--- src/rtl/g_3dbnc_pkg.sv ---
// -----------------------------------------------------------------------------
// g_3dbnc_pkg
// Shared constants for the debounced macro-library cells.
//   DB_CYCLES_DEF : default number of consecutive synchronised cycles a new
//                   level must persist before a debounced output follows it.
//   CNT_W_DEF     : default width of a per-channel debounce counter.
//   db_cfg_legal  : elaboration-time legality check for a (DB_CYCLES, CNT_W)
//                   pair; the counter must be able to hold DB_CYCLES-1 and a
//                   one-cycle debounce would be no filtering at all.
// -----------------------------------------------------------------------------
package g_3dbnc_pkg;

    localparam int DB_CYCLES_DEF = 8;
    localparam int CNT_W_DEF     = 4;

    // The count tops out at DB_CYCLES-1, so DB_CYCLES may equal 2^CNT_W.
    function automatic bit db_cfg_legal(input int db_cycles, input int cnt_w);
        bit ok;
        ok = 1'b1;
        if (db_cycles < 32'sd2) begin
            ok = 1'b0;
        end else if (cnt_w < 32'sd1) begin
            ok = 1'b0;
        end else if (cnt_w < 32'sd31) begin
            if (db_cycles > (32'sd1 << cnt_w)) begin
                ok = 1'b0;
            end else begin
                ok = ok;
            end
        end else begin
            ok = ok;
        end
        return ok;
    endfunction

endpackage : g_3dbnc_pkg

--- src/rtl/g_3dbnc_dbnc1.sv ---
// -----------------------------------------------------------------------------
// g_dbnc1
// One debounced channel: two-flop synchroniser, debounce counter and the
// stable level q. The flip strobe is high in the cycle whose closing edge
// will load a new value into q, so a parent can register it alongside q.
// Ports:
//   clk  : clock, all state on the rising edge
//   cd   : synchronous active-high clear, priority over everything
//   raw  : asynchronous active-high input
//   q    : debounced stable level (flop output)
//   flip : the coming edge updates q (decoded from flops only)
// -----------------------------------------------------------------------------
module g_dbnc1
    import g_3dbnc_pkg::*;
#(
    parameter int DB_CYCLES = DB_CYCLES_DEF,
    parameter int CNT_W     = CNT_W_DEF
) (
    input  logic clk,
    input  logic cd,
    input  logic raw,
    output logic q,
    output logic flip
);

    if (!db_cfg_legal(DB_CYCLES, CNT_W)) begin : g_cfg_bad
        $error("g_dbnc1: DB_CYCLES must lie in 2 .. 2**CNT_W");
    end

    localparam logic [CNT_W-1:0] CNT_LAST = CNT_W'(DB_CYCLES - 32'sd1);
    localparam logic [CNT_W-1:0] CNT_ZERO = CNT_W'(32'd0);
    localparam logic [CNT_W-1:0] CNT_ONE  = CNT_W'(32'd1);

    logic             s1_r;
    logic             s2_r;
    logic             q_r;
    logic [CNT_W-1:0] cnt_r;

    logic             q_nxt_s;
    logic [CNT_W-1:0] cnt_nxt_s;
    logic             flip_s;

    // Debounce decision: agreement clears the count, a completed count flips q.
    always_comb begin
        q_nxt_s   = q_r;
        cnt_nxt_s = cnt_r;
        flip_s    = 1'b0;
        if (s2_r == q_r) begin
            cnt_nxt_s = CNT_ZERO;
        end else if (cnt_r == CNT_LAST) begin
            q_nxt_s   = s2_r;
            cnt_nxt_s = CNT_ZERO;
            flip_s    = 1'b1;
        end else begin
            cnt_nxt_s = cnt_r + CNT_ONE;
        end
    end

    // Synchroniser, stable level and counter state.
    always_ff @(posedge clk) begin
        if (cd) begin
            s1_r  <= 1'b0;
            s2_r  <= 1'b0;
            q_r   <= 1'b0;
            cnt_r <= CNT_ZERO;
        end else begin
            s1_r  <= raw;
            s2_r  <= s1_r;
            q_r   <= q_nxt_s;
            cnt_r <= cnt_nxt_s;
        end
    end

    assign q    = q_r;
    assign flip = flip_s;

endmodule : g_dbnc1

--- src/rtl/g_3dbnc.sv ---
// -----------------------------------------------------------------------------
// g_3dbnc
// Three-channel conditioner feeding the active-low three-input OR macro.
// Each raw input is synchronised and debounced independently; the stable
// levels leave inverted (active-low) straight from their flops, and CHG pulses
// for one cycle alongside any debounced transition.
// Ports:
//   CLK        : clock, rising edge
//   CD         : synchronous active-high clear
//   A, B, C    : raw asynchronous active-high inputs
//   AN, BN, CN : debounced active-low outputs
//   CHG        : one-cycle pulse in the first cycle an output shows a new value
// -----------------------------------------------------------------------------
module g_3dbnc
    import g_3dbnc_pkg::*;
#(
    parameter int DB_CYCLES = DB_CYCLES_DEF,
    parameter int CNT_W     = CNT_W_DEF
) (
    input  logic CLK,
    input  logic CD,
    input  logic A,
    input  logic B,
    input  logic C,
    output logic AN,
    output logic BN,
    output logic CN,
    output logic CHG
);

    logic q_a_s;
    logic q_b_s;
    logic q_c_s;
    logic flip_a_s;
    logic flip_b_s;
    logic flip_c_s;
    logic chg_r;

    g_dbnc1 #(.DB_CYCLES(DB_CYCLES), .CNT_W(CNT_W)) u_ch_a (
        .clk  (CLK),
        .cd   (CD),
        .raw  (A),
        .q    (q_a_s),
        .flip (flip_a_s)
    );

    g_dbnc1 #(.DB_CYCLES(DB_CYCLES), .CNT_W(CNT_W)) u_ch_b (
        .clk  (CLK),
        .cd   (CD),
        .raw  (B),
        .q    (q_b_s),
        .flip (flip_b_s)
    );

    g_dbnc1 #(.DB_CYCLES(DB_CYCLES), .CNT_W(CNT_W)) u_ch_c (
        .clk  (CLK),
        .cd   (CD),
        .raw  (C),
        .q    (q_c_s),
        .flip (flip_c_s)
    );

    // CHG is loaded on the same edge as the flipping q, so simultaneous flips merge into one pulse.
    always_ff @(posedge CLK) begin
        if (CD) begin
            chg_r <= 1'b0;
        end else begin
            chg_r <= flip_a_s | flip_b_s | flip_c_s;
        end
    end

    // Inversion is the only logic between the q flops and the pins.
    assign AN  = ~q_a_s;
    assign BN  = ~q_b_s;
    assign CN  = ~q_c_s;
    assign CHG = chg_r;

endmodule : g_3dbnc

--- config.mk ---
export PLATFORM = sky130hd
export DESIGN_NAME = g_3dbnc
export DESIGN_NICKNAME = d
export VERILOG_FILES = /design/src/rtl/g_3dbnc_pkg.sv /design/src/rtl/g_3dbnc_dbnc1.sv /design/src/rtl/g_3dbnc.sv
export SDC_FILE = /design/constraint.sdc
export NUM_CORES = 1
export LEC_CHECK = 0
export ABC_AREA = 1
export CORE_MARGIN = 1.5
export CORE_UTILIZATION = 55
export DETAILED_ROUTE_END_ITERATION = 7
export MAX_ROUTING_LAYER = met4
export PLACE_DENSITY = 0.78
export SYNTH_ARGS = -nofsm -noshare
export SYNTH_HDL_FRONTEND = slang
export SYNTH_SLANG_ARGS = --single-unit
--- constraint.sdc ---
create_clock -name CLK -period 2.2 [get_ports CLK]
set_input_delay 0.22 -clock CLK [delete_from_list [all_inputs] [get_ports CLK]]
set_output_delay 0.22 -clock CLK [all_outputs]
set_load 0.05 [all_outputs]
### Word-level counts from Yosys, hierarchy flattened

Index checks and enable logic that the tools add are counted.

* flip-flop bits (word level): 22
* output and inout port bits: 4
* input port bits: 5

* bitwise gates (word level): 8
* muxes and demuxes: 6
* equal/unequal tests: 6
* $add $sub $neg: 3
* reductions and logical operators: 6

Operators by type and width (count)
* adder 4 x 1 -> 4 bit (second input constant): 3
* equality test 4 x 3 -> 1 bit (second input constant): 3
* OR reduction 3 bit: 3
* 2-to-1 mux 1 bit: 6
* NOT 1 bit: 6
* AND reduction 2 bit: 3
* equality test 1 bit: 3
* bitwise OR 1 bit: 2

### Longest topological paths before layout

* depth after elaboration: 5
* gate-level depth with buffers: 7
* mapped depth without buffers: 7

### By module

A second synthesis with hierarchy kept.

* cells, all modules: 115
* area, all modules: 869.6 um^2

By module, submodules not included
* g_dbnc1: cells each 36, instances 3, sequential area each 140.1 um^2, area an instance 275.3 um^2
* g_3dbnc: cells each 7, instances 1, sequential area each 20.0 um^2, area an instance 43.8 um^2

### Worst setup path after synthesis

No wires, ideal clock.

* path type: reg2reg
* from: register u_ch_a.cnt_r[0]
* to: register u_ch_a.cnt_r[3]
* arrival time: 0.883 ns
* cell stages (with the launch flop): 7
* path slack: 1.199 ns
* period minus slack after synthesis: 1.001 ns
* setup time: 0.117 ns
* path buffers: 0
* cells stage by stage: dfxtp_1 > ha_1 > nand2_1 > nor2_2 > inv_1 > nand3_1 > nor2_1

* longest elaborated chain between the ends: 2
* elaborated cells between the ends (all ways): 3
* classes of those cells: add/sub (1); eq/ne (1); reduce/logical (1)

RTL lines
* start: declaration: RTL line g_3dbnc_dbnc1.sv:37 `logic [CNT_W-1:0] cnt_r;`
* start signal: assignment: RTL line g_3dbnc_dbnc1.sv:70 `cnt_r <= cnt_nxt_s;`
* parallel branches: the longest is 2 deep, another holds adder 4 x 1 -> 4 bit

Several ways; the timed one is not identified.
A chain may end at the register's enable or synchronous reset.

### Final worst setup path

* from: register u_ch_c.q_r (netlist: u_ch_c.q)
* to: output port CN

* longest elaborated chain between the ends: 1

RTL lines
* start: declaration: RTL line g_3dbnc_dbnc1.sv:36 `logic q_r;`
* start signal: assignment: RTL line g_3dbnc_dbnc1.sv:69 `q_r <= q_nxt_s;`
* NOT 1 bit: RTL line g_3dbnc.sv:75 `assign CN = ~q_c_s;`
* end: declaration: RTL line g_3dbnc.sv:27 `output logic CN,`

No other way between the ends.

==> key figures <==
Run status
  • Status: completed

Synthesis
  • Share of the synthesized area in the top cell type: 0.520
  • Post-synthesis sequential area ratio: 0.520
  • Mapped Cells: 103
  • Synth Area in XOR/XNOR: 0.0620
  • Yosys top cell by area: dfxtp_1
  • Synthesis Warnings: 0
  • Register bit count reported by yosys: 22
  • Post-Synth Simple-Gate Area: 0.263
  • Largest family of logic cells by synthesized area: simple AND/OR/NAND/NOR gates
  • Area contributors post-synth: dfxtp_1 52%, nor2_1 11%, nand2_1 7.1%
  • Post-Syn Area per Cell: 8.22 µm²
  • Library cells used by synthesis: 17
  • Compound-Gate Fraction of Synth Area: 0.0177
  • Syn nets: about 110
  • Adder-Cell Fraction of Synth Area: 0.0443
  • Mux contribution to synthesized area: 0
  • Area of the mapped netlist: roughly 850 µm²

Placed design
  • GPL Wtd Cong: between 0.7 and 0.8
  • Post-DP HPWL: between 1000 and 1500 µm
  • Cells after DPL: 125
  • PortBufs: 8

Setup path
  • Crit path from: u_ch_c.q
  • WP data arrival: 1.52 ns
  • Required time of the critical path: ~2.0 ns
  • CP max FO: 3
  • Flop-to-flop setup slack: just over 1 ns
  • Crit end category: primary output
  • WP depth: 2
  • CP peak stage delay: 0.79 ns
  • R2R cell count: 6
  • Crit path kind: reg2out
  • R2r endpoint: u_ch_b.cnt_r[3]
  • CP Cell Sequence: inv_1 -> clkdlybuf4s50_1
  • Worst Setup EP: CN
  • CP Buf/Inv Count: 2
  • Worst path slowest cell: clkdlybuf4s50_1
  • Reg-to-reg critical path startpoint: u_ch_b.cnt_r[0]
  • Critical Path Start Type: register
  • Largest delay share family, worst path: buffers and inverters

Timing
  • Fin. Hold Viols: 0
  • Unrepaired setup endpoints after global routing: false
  • Clock skew: between 0.004 and 0.005 ns
  • Fin. max-slew vios: 0
  • Max Fclk: just under 600 MHz
  • Measured slew at the worst slew-check pin: 0.489 ns
  • Sum Neg Setup Slack: 0 ns
  • Final period utilization: 0.789
  • Final setup violation count: 0
  • Fin crit period: 1.74 ns
  • Slew Limit Headroom: 0.673

Clock tree
  • Clk slew on worst S/H paths: between 0.1 and 0.15 ns
  • CTS H-tree depth: 1
  • Clk buf depth: 2
  • Clock Sinks: 22
  • Cts hold-fix bufs: 0
  • Post-cts resize count: 0
  • CTS root buffer: clkbuf_4
  • Worst-Skew Late Latency: about 0.3 ns
  • Inserted Clock Buffers: 3
  • TritonCTS clock tree: done
  • Setup bufs post-CTS: 0

Die
  • Row count: 13
  • Die ar.: between 1500 and 2000 µm²
  • Ports: 9
  • Core area: approximately 1400 µm²
  • Chip height: around 42 µm
  • Starting density of the core: 0.620
  • Die W: ~42 µm

Finish
  • # diodes: 0
  • Final #Nets: about 120
  • Most common cell after layout, fill and taps aside: nor2_1
  • Most frequent cells in the layout: 25 x nor2_1, 22 x dfxtp_1, 16 x nand2_1
  • Largest regs: u_ch_a.cnt_r x4, u_ch_b.cnt_r x4, u_ch_c.cnt_r x4
  • Layout cells sized above 1: 0.0965
  • P&R area growth vs syn: 16.5%
  • Finished Layout Cells: ~130

Drt
  • Avg WL per Cell: approximately 10 µm
  • Drt via density: ~4.7
  • Initial DRT Pass Iterations: 4
  • Antenna-violating nets left: 0
  • DR iter-0 viols: 11
  • Final WL: 1340 µm
  • DRC Markers: 0
  • Vias post-DR: 607

Global route
  • Global route total overflow: 0
  • First-pass GRT wire length: 2440 µm
  • Largest net degree at the start of global routing: 14
  • Initial antenna violation count: 0
  • Number of global-route vias before repair: around 620
  • Total Routing Usage GR: 0.188

Flow run
  • Max-cap viol count: 0

Worst hold path
  • Worst min path class: reg2reg

Power and ir drop
  • Worst vdd ir: 0.524 mV
  • Pwr/cell area: roughly 750 nW/µm²
  • Leak Pwr: 0.436 nW
power by group:
part           internal (mW)  switching (mW)  leakage (nW)
Combinational         0.0115          0.0128         0.229
Sequential             0.405         0.00372         0.179
Clock                  0.184           0.118        0.0279
cell usage after synthesis:
library cell / count
dfxtp_1: 22
inv_2: 3
ha_1: 3
o21ai_0: 2
nand3b_1: 1
nand2_1: 16
nor2_1: 25
nand3_1: 4
o21ai_1: 1
xnor2_1: 3
nand2_2: 1
nand3_2: 1
nor3b_4: 1
inv_1: 15
nor2_2: 1
buf_6: 1
xor2_1: 3
final cells by class:
type	instances	area, µm²
Inverter	18	67.6
Clock inverter	1	30.0
Fill cell	112	379
Clock buffer	3	22.5
Timing Repair Buffer	8	80.1
Sequential cell	22	440
Multi-Input combinational cell	62	328
Tap cell	15	18.8
through the flow:
| step | total power, mW | util | hold slack, ns | setup slack, ns | cell area [µm²] |
|---|---|---|---|---|---|
| after floorplan | 0.433 | - | 0.327 | 1.20 | 847 |
| after global placement | 0.440 | 0.684 | 0.396 | 0.824 | 935 |
| after detailed placement | 0.442 | 0.684 | 0.401 | 0.813 | 935 |
| after CTS | 0.741 | 0.723 | 0.410 | 0.449 | 987 |
| after global routing | 0.760 | 0.723 | 0.427 | 0.401 | 987 |
| final | 0.735 | 0.723 | 0.411 | 0.464 | 987 |
tightest hold or removal path: stages, from the launching register on:
cell     delay, ns
dfxtp_1       0.31
inv_1         0.04
nor2_1        0.03
kinds of logic after synthesis:
| kind of cell | count (synthesis) |
|---|---|
| AOI/OAI and AO/OA | 3 |
| xor gates and xnor gates | 6 |
| adders and majority gates | 3 |
| buffers and inverters | 19 |
| DFF | 22 |
| and+or+nand+nor | 50 |
worst min-delay path by stage:
stage	startpoint	to	slack [ns]	depth (start not counted)
2_1_floorplan	A	u_ch_a.s1_r	0.33	2
3_3_place_gp	u_ch_b.s1_r	u_ch_b.s2_r	0.40	2
3_5_place_dp	u_ch_a.s1_r	u_ch_a.s2_r	0.40	2
4_1_cts	u_ch_a.s1_r	u_ch_a.s2_r	0.41	2
5_1_grt	u_ch_a.s1_r	u_ch_a.s2_r	0.43	2
6_report	u_ch_a.s1_r	u_ch_a.s2_r	0.41	2
layer usage:
metal  up-vias  part of all wire  track usage
met1       267              0.46        0.213
li1        327                 -            -
met2         9              0.49        0.305
met5         -                 0            -
met4         0             0.020        0.119
met3         4             0.032       0.0302
No activity file was read; power rests on OpenSTA's default activity.
